`config.mk`:
```
export PLATFORM = sky130hd
export DESIGN_NAME = sphere_loader_flat
export DESIGN_NICKNAME = d
export VERILOG_FILES = /design/src/rtl/sphere_loader_pkg.sv /design/src/rtl/sphere_loader_if.sv /design/src/rtl/sphere_table_dp.sv /design/src/rtl/sphere_loader.sv /design/src/flat_wrapper.sv
export SDC_FILE = /design/constraint.sdc
export NUM_CORES = 1
export LEC_CHECK = 0
export BUFFER_PORTS_ARGS = -buffer_cell sky130_fd_sc_hd__buf_2
export CORE_MARGIN = 10
export CORE_UTILIZATION = 45
export DETAILED_ROUTE_END_ITERATION = 12
export PLACE_DENSITY = 0.57
export REMOVE_ABC_BUFFERS = 1
export SLEW_MARGIN = 40
export SYNTH_ARGS = -nofsm -noshare
export SYNTH_HDL_FRONTEND = slang
export SYNTH_HIERARCHICAL = 1
export SYNTH_SLANG_ARGS = --single-unit
```
`constraint.sdc`:
```
create_clock -name clk_i -period 9.71 [get_ports clk_i]
set_input_delay 0.4855 -clock clk_i [delete_from_list [all_inputs] [get_ports clk_i]]
set_output_delay 0.4855 -clock clk_i [all_outputs]
set_load 0.05 [all_outputs]
```
`src/rtl/sphere_loader_pkg.sv`:
```
// Shared types for the sphere loader.
//   sphere_t       : packed 64-bit sphere record (x, y, z fixed point with 3 fraction bits, r, c)
//   loader_state_e : loader FSM states
//   pack_sphere    : joins the seven buffered record bytes with the final byte
package sphere_loader_pkg;

  localparam int unsigned SPHERE_B        = 64;
  localparam int unsigned MAX_SPHERES_DEF = 8;

  // The first field is the most significant, so the first byte on the wire is x[15:8].
  typedef struct packed {
    logic signed [15:0] x;
    logic signed [14:0] y;
    logic signed [14:0] z;
    logic        [5:0]  r;
    logic        [11:0] c;
  } sphere_t;

  typedef enum logic [1:0] {S_IDLE, S_LOAD, S_SWAP_WAIT} loader_state_e;

  function automatic sphere_t pack_sphere(input logic [55:0] hi, input logic [7:0] lo);
    return sphere_t'({hi, lo});
  endfunction

endpackage

```
`src/rtl/sphere_loader_if.sv`:
```
// Byte-stream link from the host-link receiver into the sphere loader.
//   in_data  : scene byte
//   in_valid : in_data valid
//   in_ready : loader accepts; a byte transfers when in_valid and in_ready are both high
interface sphere_loader_if;
  logic [7:0] in_data;
  logic       in_valid;
  logic       in_ready;

  modport master (output in_data, output in_valid, input in_ready);
  modport slave  (input in_data, input in_valid, output in_ready);
endinterface

```
`src/rtl/sphere_table_dp.sv`:
```
// Double-buffered sphere table: two banks of MaxSpheres records in one RAM.
//   clk_i, rst_i          : clock, synchronous active-high reset (read register only)
//   we_i, wr_bank_i,
//   wr_addr_i, wr_data_i  : write port
//   rd_bank_i, rd_addr_i  : read address, registered into rd_data_o
//   rd_data_o             : record read one cycle after the address is presented
module sphere_table_dp
  import sphere_loader_pkg::*;
#(
  parameter int unsigned MaxSpheres = MAX_SPHERES_DEF,
  parameter int unsigned IdxB       = $clog2(MaxSpheres)
) (
  input  logic            clk_i,
  input  logic            rst_i,
  input  logic            we_i,
  input  logic            wr_bank_i,
  input  logic [IdxB-1:0] wr_addr_i,
  input  sphere_t         wr_data_i,
  input  logic            rd_bank_i,
  input  logic [IdxB-1:0] rd_addr_i,
  output sphere_t         rd_data_o
);

  // Bank select is the top address bit; contents are not reset.
  sphere_t mem_q [2*MaxSpheres];
  sphere_t rd_q;

  always_ff @(posedge clk_i) begin
    if (we_i) begin
      mem_q[{wr_bank_i, wr_addr_i}] <= wr_data_i;
    end
  end

  always_ff @(posedge clk_i) begin
    if (rst_i) begin
      rd_q <= '0;
    end else begin
      rd_q <= mem_q[{rd_bank_i, rd_addr_i}];
    end
  end

  assign rd_data_o = rd_q;

endmodule

```
`src/rtl/sphere_loader.sv`:
```
// Assembles the scene byte stream (header N, then N x 8 bytes MSB first) into sphere
// records, writes them to the back buffer and swaps buffers on the renderer's frame_end.
//   clk_i, rst_i     : clock, synchronous active-high reset
//   in_if            : byte stream (slave side)
//   frame_end_i      : one-cycle pulse after the last pixel of a frame
//   rd_idx_i         : front-buffer entry to read
//   rd_sphere_o      : record at rd_idx_i, one cycle later
//   active_count_o   : number of valid spheres in the front buffer
//   load_busy_o      : high whenever not idle
//   overflow_err_o   : sticky, header count exceeded MaxSpheres
module sphere_loader
  import sphere_loader_pkg::*;
#(
  parameter int unsigned MaxSpheres = MAX_SPHERES_DEF,
  parameter int unsigned IdxB       = $clog2(MaxSpheres)
) (
  input  logic            clk_i,
  input  logic            rst_i,
  sphere_loader_if.slave  in_if,
  input  logic            frame_end_i,
  input  logic [IdxB-1:0] rd_idx_i,
  output sphere_t         rd_sphere_o,
  output logic [IdxB:0]   active_count_o,
  output logic            load_busy_o,
  output logic            overflow_err_o
);

  localparam logic [IdxB:0] MaxCnt = (IdxB+1)'(MaxSpheres);

  loader_state_e state_q;
  logic          front_sel_q;
  logic [2:0]    byte_cnt_q;
  logic [7:0]    entry_cnt_q;
  logic [7:0]    hdr_n_q;
  logic [IdxB:0] back_cnt_q;
  logic [IdxB:0] active_cnt_q;
  logic          overflow_q;
  logic          busy_q;
  logic          in_ready_q;
  // Only seven bytes are buffered; the eighth goes straight to the table.
  logic [55:0]   asm_q;

  logic            accept;
  logic            hdr_ovf;
  logic [IdxB:0]   hdr_cnt;
  logic            rec_done;
  logic            tbl_we;
  logic [IdxB-1:0] tbl_waddr;
  sphere_t         tbl_wdata;

  always_comb begin
    accept    = in_if.in_valid && in_ready_q;
    hdr_ovf   = 32'(in_if.in_data) > MaxSpheres;
    hdr_cnt   = hdr_ovf ? MaxCnt : (IdxB+1)'(in_if.in_data);
    rec_done  = (state_q == S_LOAD) && accept && (byte_cnt_q == 3'd7);
    // Records past the table size are consumed but never written.
    tbl_we    = rec_done && (32'(entry_cnt_q) < MaxSpheres);
    tbl_waddr = entry_cnt_q[IdxB-1:0];
    tbl_wdata = pack_sphere(asm_q, in_if.in_data);
  end

  always_ff @(posedge clk_i) begin
    if (rst_i) begin
      state_q      <= S_IDLE;
      front_sel_q  <= 1'b0;
      byte_cnt_q   <= '0;
      entry_cnt_q  <= '0;
      hdr_n_q      <= '0;
      back_cnt_q   <= '0;
      active_cnt_q <= '0;
      overflow_q   <= 1'b0;
      busy_q       <= 1'b0;
      in_ready_q   <= 1'b1;
      asm_q        <= '0;
    end else begin
      unique case (state_q)
        S_IDLE: begin
          if (accept) begin
            hdr_n_q     <= in_if.in_data;
            byte_cnt_q  <= '0;
            entry_cnt_q <= '0;
            busy_q      <= 1'b1;
            back_cnt_q  <= hdr_cnt;
            if (in_if.in_data == 8'd0) begin
              state_q    <= S_SWAP_WAIT;
              in_ready_q <= 1'b0;
            end else begin
              state_q <= S_LOAD;
              if (hdr_ovf) begin
                overflow_q <= 1'b1;
              end
            end
          end
        end
        S_LOAD: begin
          if (accept) begin
            asm_q      <= {asm_q[47:0], in_if.in_data};
            byte_cnt_q <= byte_cnt_q + 3'd1;
            if (byte_cnt_q == 3'd7) begin
              entry_cnt_q <= entry_cnt_q + 8'd1;
              if (entry_cnt_q == hdr_n_q - 8'd1) begin
                state_q    <= S_SWAP_WAIT;
                in_ready_q <= 1'b0;
              end
            end
          end
        end
        S_SWAP_WAIT: begin
          if (frame_end_i) begin
            front_sel_q  <= ~front_sel_q;
            active_cnt_q <= back_cnt_q;
            state_q      <= S_IDLE;
            in_ready_q   <= 1'b1;
            busy_q       <= 1'b0;
          end
        end
        default: begin
          state_q    <= S_IDLE;
          in_ready_q <= 1'b1;
          busy_q     <= 1'b0;
        end
      endcase
    end
  end

  // Back buffer is always the opposite bank; reads in the swap cycle still see the old front.
  sphere_table_dp #(
    .MaxSpheres (MaxSpheres),
    .IdxB       (IdxB)
  ) u_table (
    .clk_i     (clk_i),
    .rst_i     (rst_i),
    .we_i      (tbl_we),
    .wr_bank_i (~front_sel_q),
    .wr_addr_i (tbl_waddr),
    .wr_data_i (tbl_wdata),
    .rd_bank_i (front_sel_q),
    .rd_addr_i (rd_idx_i),
    .rd_data_o (rd_sphere_o)
  );

  assign in_if.in_ready = in_ready_q;
  assign active_count_o = active_cnt_q;
  assign load_busy_o    = busy_q;
  assign overflow_err_o = overflow_q;

endmodule

```
`src/flat_wrapper.sv`:
```
// flat-port wrapper written by rule: the top's interface ports become plain ports
module sphere_loader_flat import sphere_loader_pkg::*;
#(
  parameter int unsigned MaxSpheres = MAX_SPHERES_DEF,
  parameter int unsigned IdxB       = $clog2(MaxSpheres)
)
  (clk_i, rst_i, frame_end_i, rd_idx_i, rd_sphere_o, active_count_o, load_busy_o, overflow_err_o, in_if_in_data, in_if_in_valid, in_if_in_ready);
  sphere_loader_if in_if_i ();
  input  logic clk_i;
  input  logic rst_i;
  input  logic frame_end_i;
  input  logic [IdxB-1:0] rd_idx_i;
  output sphere_t rd_sphere_o;
  output logic [IdxB:0] active_count_o;
  output logic load_busy_o;
  output logic overflow_err_o;
  input wire logic [$bits(in_if_i.in_data)-1:0] in_if_in_data;
  input wire logic [$bits(in_if_i.in_valid)-1:0] in_if_in_valid;
  output wire logic [$bits(in_if_i.in_ready)-1:0] in_if_in_ready;
  assign in_if_i.in_data = in_if_in_data;
  assign in_if_i.in_valid = in_if_in_valid;
  assign in_if_in_ready = in_if_i.in_ready;
  sphere_loader #(.MaxSpheres(MaxSpheres), .IdxB(IdxB)) u_core (.clk_i(clk_i), .rst_i(rst_i), .in_if(in_if_i), .frame_end_i(frame_end_i), .rd_idx_i(rd_idx_i), .rd_sphere_o(rd_sphere_o), .active_count_o(active_count_o), .load_busy_o(load_busy_o), .overflow_err_o(overflow_err_o));
endmodule
```
# == Word-level counts from Yosys, hierarchy flattened ==
# Memories as Yosys holds them, arrays and structs flattened. A register that Yosys moved wholly into a read port is not among the register bits.
# Cells that the tools add are included.
# op_classes
order_cmp,2
reduce_logical,16
eq_ne,10
mux,27
n_bitwise,3
add_sub_neg,3
# op_table
cell,count
$mux W8,3
$pmux W8 S2,1
$mux W2,6
$mux W1,10
$add A8 B1 Y8 const B,1
$eq A8 B8 Y1,1
$gt A8 B4 Y1 const B,1
$logic_not A8 Y1,1
$lt A8 B4 Y1 const B,1
$reduce_and A4 Y1,2
$sub A8 B1 Y8 const B,1
$mux W3,2
$ne A2 B1 Y1 const B,3
$ne A2 B2 Y1 const B,3
$pmux W1 S3,2
$pmux W2 S3,1
$pmux W3 S2,1
$reduce_and A2 Y1,3
$reduce_and A3 Y1,2
$reduce_and A6 Y1,1
$reduce_and A5 Y1,1
$logic_and A1 B1 Y1,4
$mux W4,1
$add A3 B1 Y3 const B,1
other kinds (6),8
# word_totals
mem_count,1
out_inout_bits,71
elab_cells,73
ram_bits,1024
register_bits,89
input_bits,15
# mem_list
name,words,word_bits,read_ports,rd_ports_with_merged_regs,wr,line,rtl
u_core.u_table.mem_q,16,64,1,1,1,sphere_table_dp.sv:25,sphere_t mem_q [2*MaxSpheres];

# == Logic depth before layout (Yosys ltp) ==
# Gate-level depths: netlist (run 1).
# logic_depth
word_depth,6
ltp_mapped,9
ltp_nobuf,8

# == Cells and area by module ==
# The synthesis (run 1) kept the hierarchy.
# modules_own_cells
module,cells_per_inst,area_each_um2,seq_area_each_um2,instances
sphere_table_dp,2160,40999.3,32030.7,1
sphere_loader,434,3570.9,1781.7,1

# == Least setup slack after synthesis (run 1) ==
# No wires, ideal clock.
# synth_path
path_kind,flip-flop to flip-flop
startpoint,register u_core.in_ready_q (netlist: u_core/in_if.in_ready)
endpoint,"memory u_core/u_table/mem_q[0][0] in the netlist's numbering, enable pin"
path_buffers,1
arrival_time_ns,6.596
setup_ns,0.565
t_required_ns,9.145
path_stages_with_launch,8
period_less_slack_ns,7.161
setup_slack_ns,2.549
cell_sequence,dfxtp_1 -> nand2_1 -> nor2_1 -> nand2_1 -> clkbuf_1 -> nor4_1 -> or3b_2 -> nor3_1
# synth_between
elab_chain_len,6
# synth_rtl
element,line,rtl
from (decl),sphere_loader.sv:39,logic in_ready_q;
from (signal assigned),sphere_loader.sv:73,in_ready_q <= 1'b1;
from (signal assigned),sphere_loader.sv:86,in_ready_q <= 1'b0;
from (signal assigned),sphere_loader.sv:103,in_ready_q <= 1'b0;
$logic_and A1 B1 Y1,sphere_loader.sv:52,accept = in_if.in_valid && in_ready_q;
$logic_and A1 B1 Y1 (2 in series),sphere_loader.sv:55,rec_done = (state_q == S_LOAD) && accept && (byte_cnt_q == 3'd7);
$logic_and A1 B1 Y1,sphere_loader.sv:57,tbl_we = rec_done && (32'(entry_cnt_q) < MaxSpheres);
named net u_core.tbl_we,sphere_loader.sv:47,logic tbl_we;
$mux W1,sphere_table_dp.sv:29,if (we_i) begin
$mux W1 (implied by the code),sphere_table_dp.sv:30,"mem_q[{wr_bank_i, wr_addr_i}] <= wr_data_i;"
to (decl),sphere_table_dp.sv:25,
# The timed path passes the listed nets, and every way through them passes these cells.

# == Worst setup path in the final report (run 1) ==
# layout_path
startpoint,register u_core.in_ready_q (netlist: u_core/in_if.in_ready)
endpoint,"memory u_core/u_table/mem_q[10][13] in the netlist's numbering, enable pin"
# Same word-level chain as after synthesis.

==> results by group, run 1 <==
Status
  • Status: completed

Clocking
  • Reg clk slew, reported paths: 0.06 ns
  • Root buffer cell: clkbuf_16
  • H-tree depth: 3
  • CTS Hold Buffers Added: 0
  • Total setup buffers inserted after CTS: 0
  • CTS buffer count: 119
  • Post_cts resized: 0
  • Worst-skew pair later-pin latency: 0.69 ns
  • Total clock sinks: ~1,200
  • Max Buffers Root-to-Sink: 3
  • CTS tree: yes

Logic synthesis
  • FFs w/ async S/R, synth: 0
  • Synth Flop Type: edfxtp_1
  • Synth area leader: edfxtp_1
  • Cells after synthesis: 2,594
  • Synth Area in Compound Gates: 0.06558
  • Avg Cell Area, Syn: ~17 um2
  • Post-synth EDFFs: about 1,000
  • Post-synthesis mux area share: 0.1171
  • Synth top area share: 0.6899
  • Synthesis Warnings: 6
  • Synthesized area: 44,570 um2
  • Simple logic cell fraction of the synthesized area: 0.03178
  • Synth Area in XOR/XNOR: 0.003706
  • Largest family of logic cells by synthesized area: multiplexers
  • Yosys cell types: 53
  • Register area share after synthesis: 0.7586
  • Top cells by area, synth: edfxtp_1 (69%), mux2i_1 (11%), dfxtp_1 (6.9%)
  • Seq cells post-synth: around 1,200
  • Synth Area in Adders: 0.001123

Timing
  • Layout Skew: about 0.024 ns
  • Final Cycle Share: 0.4344
  • RSZ-0062 raised after global routing: false
  • Slew margin rel.: 0.4264
  • Setup_tns: 0 ns
  • Worst-Margin Slew: approximately 0.86 ns
  • Max Slew Vio Count: 0
  • Hold WS: 0.1706 ns
  • Final Critical Period: 4.218 ns
  • Final hold vios: 0
  • Final worst slack: 5.492 ns
  • Fmax: 0.2371 GHz
  • Final Setup Violations: 0

Worst setup path
  • CP startpoint kind: flop
  • Crit path DAT: 4.51 ns
  • Worst reg2reg path depth: 8
  • Critical path peak fanout: 58
  • Kind of critical path: reg -> reg
  • Reg2Reg Launch Point: u_core/in_if.in_ready$_SDFFE_PP1P_
  • CP required: roughly 10 ns
  • Reg2reg setup slack: 5.49 ns
  • Reg-to-Reg End: u_core/u_table/mem_q[10][13]$_DFFE_PP_
  • Crit end category: flop
  • CP startpoint: u_core/in_if.in_ready$_SDFFE_PP1P_
  • Worst Setup EP: u_core/u_table/mem_q[10][13]$_DFFE_PP_

Final layout
  • Share of layout cells above drive strength 1: 0.1444
  • Post-route insts no fill: 4,092
  • Multi-input logic area: 9923 um2
  • Register area: 33,810 um2
  • Nets: 2,718
  • Synth-to-Final Area Change: 13.16%
  • Filler Cells Inserted: 7,882
  • Commonest non-fill, non-tap cell in the layout: edfxtp_1
  • Diodes inserted: 0
  • Final instance area: 50,440 um2
  • Most frequent cells in the layout: edfxtp_1 (1,024), mux2i_1 (472), nand2_1 (244), a22oi_1 (215), dfxtp_1 (153)

Hold path
  • Worst hold path type: in -> reg
  • Hold_sp: frame_end_i

Global route
  • Initial antenna violation count: 0
  • Largest net degree at the start of global routing: between 80 and 90
  • First-pass GRT wire length: 152,700 um
  • Vias in the first global route: ~23,000
  • Gr usage total: 0.1808
  • GRT Residual Overflow: 0

Place
  • Final HPWL DP: just over 50,000 um
  • RePlAce Congestion: about 0.74
  • Dpl cell area: approximately 46,000 um2
  • Inst Count DP: 3,862
  • Port bufs: 85
  • Place WS: 5.032 ns

Route
  • DRT Wirelength: 103,000 um
  • Via density per instance: 5.621
  • Drt pass-1 iters: 7
  • DR vias: 23,000
  • Average wire per standard cell: about 25 um
  • DR DRC count: 0
  • DRT iter0 DRCs: 1,896
  • ANT nets after route: 0

Floorplan
  • Core Box Area: approximately 98,000 um2
  • Top Ports: between 80 and 90
  • Initial Util: 0.4535
  • Die height: 334.7 um
  • Die X: ~330 um
  • FP Rows: roughly 120
  • Die area: 112,000 um2

Pwr
  • PD cells: 208.6 nW/um2
  • Pleak: 17.37 nW
  • Peak VDD IR: 0.1459 mV

Flow run
  • Max_cap viols: 0
==> sequential cells by signal, summed over array words and instances, names as in the netlist <==
name,cells
u_core/active_count_o,4
u_core/asm_q,56
u_core/back_cnt_q,4
u_core/byte_cnt_q,3
u_core/entry_cnt_q,8
u_core/front_sel_q,1
u_core/hdr_n_q,8
u_core/in_if.in_ready,1
u_core/load_busy_o,1
u_core/overflow_err_o,1
u_core/state_q,2
u_core/u_table/mem_q,1024
u_core/u_table/rd_data_o,64
==> layout make-up <==
class,instances,area share
sequential,1177,0.6704
multi-input combinational,1259,0.1967
clock buffer,163,0.06681
tap,1287,0.03193
timing repair buffer,136,0.02173
clock inverter,64,0.01191
inverter,6,0.0004961
==> worst max-delay path, stage by stage, from the launching register on <==
cell      delay [ns]
dfxtp_1         0.41
nand2_1         0.10
nor2_1          0.26
nand2_2         0.10
buf_6           0.30
nor4_1          0.60
nand3b_1        0.43
nor2_4          0.74
buf_4           0.80
==> metal layers <==
layer,wire [um],GRT usage,up-vias,part of all wire
met5,0,0,-,0
met4,1970,0.04550,0,0.019
met3,4731,0.02359,143,0.046
met2,50120,0.3025,558,0.49
met1,46180,0.2488,11930,0.45
li1,-,-,10370,-
==> worst min-delay path by stage <==
stage          cells after the start                           endpoint  slack (ns)
2_1_floorplan                      2  u_core/byte_cnt_q[1]$_SDFFE_PP0P_        0.43
3_3_place_gp                       2  u_core/byte_cnt_q[1]$_SDFFE_PP0P_        0.45
3_5_place_dp                       2    u_core/load_busy_o$_SDFFE_PP0P_        0.46
4_1_cts                            3     u_core/state_q[1]$_SDFFE_PP0P_        0.12
5_1_grt                            3     u_core/state_q[1]$_SDFFE_PP0P_        0.17
6_report                           3     u_core/state_q[1]$_SDFFE_PP0P_        0.17
==> logic make-up after synthesis <==
group,Yosys count
AOI/OAI and AO/OA,410
xor gates and xnor gates,18
adders and majority gates,4
buffers and inverters,158
DFF,1177
muxes,494
and+or+nand+nor,333
==> through the flow <==
stage,util,power [W]
after global placement,0.4697,0.006072
after detailed placement,0.4721,0.006084
after global routing,0.5132,0.01087
final,0.5132,0.01052
after CTS,0.5125,0.01063
after floorplan,-,0.005867
==> synthesized netlist by cell type (all sizes together), types with 2 or more instances <==
cell,number
clkbuf,65
nor4,4
nand3,7
nand4,3
edfxtp,1024
ha,4
nor2b,3
nand2,245
dfxtp,153
a221oi,23
and2,3
xnor2,11
nand2b,7
and4,2
mux4,22
nor2,39
or3b,2
buf,87
a22oi,215
nand3b,6
nor3,7
o22ai,42
or2,2
inv,6
o21ai,48
a21oi,75
xor2,7
mux2i,472
==> power by group <==
| group | internal, W | switching (W) | leakage, nW | total, W |
|---|---|---|---|---|
| registers | 0.00547 | 0.0000275 | 10.2 | 0.00550 |
| clock network | 0.00269 | 0.00186 | 1.94 | 0.00455 |
| logic | 0.000143 | 0.000333 | 5.22 | 0.000476 |
| total | 0.00830 | 0.00222 | 17.4 | 0.0105 |
No activity file was read; power rests on OpenSTA's default activity.
==> inputs of run 2 (changes only) <==
PLACE_DENSITY = 0.6   (was 0.57)
clock period = 3.7 ns   (was 9.71 ns; I/O delays follow)
==> results by group, run 2 (synthesis results as in run 1) <==
Worst setup path
  • Worst path most repeated cell: buf_4
  • CP startpoint kind: flop
  • Cell Chain, Critical Path: nand2_1 -> nor2_1 -> nand2_2 -> nor4_1 -> buf_4 -> or3b_2 -> nor3_2 -> buf_4
  • CP bufs+invs: 2 (unchanged)
  • Reg-to-Reg End: u_core/u_table/mem_q[0][58]$_DFFE_PP_
  • CP required: 4.06 ns (-5.94 ns)
  • Crit path DAT: 3.65 ns (-0.86 ns)
  • Crit end category: flop
  • Worst Setup EP: u_core/u_table/mem_q[0][58]$_DFFE_PP_
  • Kind of critical path: reg -> reg
  • Reg2Reg Launch Point: u_core/in_if.in_ready$_SDFFE_PP1P_
  • Worst reg2reg path depth: 8 (unchanged)
  • Critical path peak fanout: 17 (-71%)
  • Biggest cell delay along the critical path: 0.57 ns (-0.23 ns)
  • WP depth: 8 (unchanged)
  • CP startpoint: u_core/in_if.in_ready$_SDFFE_PP1P_
  • Crit-path leading delay family: simple AND/OR/NAND/NOR gates
  • Reg2reg setup slack: 0.41 ns (-5.08 ns)
  • Critical path's slowest cell: or3b_2

Final layout
  • Largest register by flop count: u_core/u_table/mem_q
  • Nets: 2,758 (+1.5%)
  • Filler Cells Inserted: 7,826 (-0.71%)
  • Share of layout cells above drive strength 1: 0.1545 (+0.01008)
  • Post-route insts no fill: 4,130 (+0.93%)
  • Commonest non-fill, non-tap cell in the layout: edfxtp_1
  • Most frequent cells in the layout: edfxtp_1 (1,024), mux2i_1 (472), nand2_1 (244), a22oi_1 (215), dfxtp_1 (152)
  • Largest register FFs: 1,024 (unchanged)
  • Synth-to-Final Area Change: 14.74%

Route
  • Via density per instance: 5.642 (+0.39%)
  • DRT iter0 DRCs: 2,148 (+13%)
  • Drt pass-1 iters: 5 (-2)
  • Average wire per standard cell: 25.06 um (-0.44%)
  • DRT Wirelength: 103,500 um (+0.49%)
  • DR vias: 23,300 (+1.3%)
  • ANT nets after route: 0 (unchanged)
  • DR DRC count: 0 (unchanged)

Clocking
  • Reg clk slew, reported paths: 0.06 ns (about the same)
  • H-tree depth: 3 (unchanged)
  • Max Buffers Root-to-Sink: 3 (unchanged)
  • Worst-skew pair later-pin latency: 0.70 ns (about the same)
  • Total clock sinks: 1,177 (unchanged)
  • CTS tree: yes
  • CTS buffer count: 115 (-3.4%)
  • Root buffer cell: clkbuf_16

Pwr
  • PD cells: 549.2 nW/um2 (+160%)
  • Pleak: 17.69 nW (+1.8%)
  • Peak VDD IR: 0.4287 mV (+190%)

Timing
  • Final Critical Period: 3.292 ns (-0.9259 ns)
  • Final Setup Violations: 0 (unchanged)
  • Max Slew Vio Count: 0 (unchanged)
  • Worst-Margin Slew: 0.8997 ns (+0.03937 ns)
  • Layout Skew: 0.02898 ns (+0.005466 ns)
  • RSZ-0062 raised after global routing: false
  • Fmax: 0.3037 GHz (+28%)
  • Final worst slack: 0.4076 ns (-5.084 ns)
  • Final Cycle Share: 0.8898 (+0.4554)
  • Final hold vios: 0 (unchanged)
  • Slew margin rel.: 0.4002 (-0.02624)
  • Hold WS: 0.2420 ns (+0.07144 ns)

Global route
  • Initial antenna violation count: 0 (unchanged)
  • Largest net degree at the start of global routing: 104 (+27%)
  • Vias in the first global route: 23,970 (+2.4%)
  • Gr usage total: 0.1824 (+0.001577)
  • GRT Residual Overflow: 0 (unchanged)
  • First-pass GRT wire length: 154,600 um (+1.3%)

Place
  • Port bufs: 85 (unchanged)
  • Final HPWL DP: 57,110 um (+13%)
  • Inst Count DP: 3,896 (+0.88%)
  • RePlAce Congestion: 0.7693 (+3.9%)
  • Place WS: 0.4590 ns (-4.573 ns)

Floorplan
  • Die height: 334.7 um (unchanged)
  • FP Rows: 115 (unchanged)
  • Core Box Area: 98,280 um2 (unchanged)
  • Die X: 334.7 um (unchanged)
  • Die area: 112,000 um2 (unchanged)
  • Initial Util: 0.4535 (unchanged)
  • Top Ports: 86 (unchanged)

Flow run
  • Max_cap viols: 0 (unchanged)

Hold path
  • Worst hold path type: in -> reg

Status
  • Status: completed
[run 2: cell types whose count changed in the layout (fill, tap and decap cells not counted), sizes merged]
cell and delta:
diode +1, buf +31, dlygate4sd3 +13, bufinv +7, clkinv -16, clkbuf +2
inv +2, clkinvlp -2
[run 2: report_power, final]
part / internal, W / total [W] / switching (W)
logic: 0.000404 / 0.00128 / 0.000879
clock network: 0.00747 / 0.0124 / 0.00491
registers: 0.0143 / 0.0144 / 0.0000835
total: 0.0222 / 0.0281 / 0.00587
[run 2: cell type report]
class                   count  area (um2)  share of cell area
multi-input cells        1259        9925              0.1941
well taps                1287        1610             0.03149
flip-flops and latches   1177       33810              0.6612
repair buffers            180        1669             0.03264
inverters                   6       22.52           0.0004404
diodes                      1       2.502          0.00004893
clock inverters            55       758.2             0.01483
clock buffers             165        3339             0.06530
[run 2: stage by stage]
step                        util  setup TNS (ns)  power [W]  area (um2)
after global placement    0.4765               0    0.01597       46830
final                     0.5204               0    0.02809       51140
after global routing      0.5204               0    0.02896       51140
after floorplan                -        -2828.29    0.01540       43610
after CTS                 0.5203               0    0.02834       51140
after detailed placement  0.4773               0    0.01600       46910
[run 2: worst min-delay path by stage]
stage	cells after the start	startpoint	to	slack (ns)
final	5	rd_idx_i[0]	u_core/u_table/rd_data_o[19]$_SDFF_PP0_	0.24
after global routing	5	rd_idx_i[0]	u_core/u_table/rd_data_o[0]$_SDFF_PP0_	0.28
after CTS	5	rd_idx_i[0]	u_core/u_table/rd_data_o[46]$_SDFF_PP0_	0.21
after detailed placement	2	u_core/load_busy_o$_SDFFE_PP0P_	u_core/load_busy_o$_SDFFE_PP0P_	0.46
after global placement	2	u_core/overflow_err_o$_SDFFE_PP0P_	u_core/overflow_err_o$_SDFFE_PP0P_	0.45
after floorplan	1	rst_i	u_core/asm_q[0]$_SDFFE_PP0P_	0.25
[run 2: tightest hold or removal path, delay by kind of cell]
kind	cells	cell delay (ns)
buffers and inverters	1	0.18
AO/OA/AOI/OAI	3	0.21
multiplexers	1	0.24
[run 2: timing repair]
action,in CTS,in global routing
hold buffers,13,0
setup buffers,0,0
gates resized for setup,0,0
endpoints found under the hold margin,164,0
[run 2: layer usage]
metal	global-route usage	part of all wire
met5	0	0
met4	0.05193	0.022
met3	0.02693	0.052
met2	0.3050	0.49
met1	0.2467	0.44
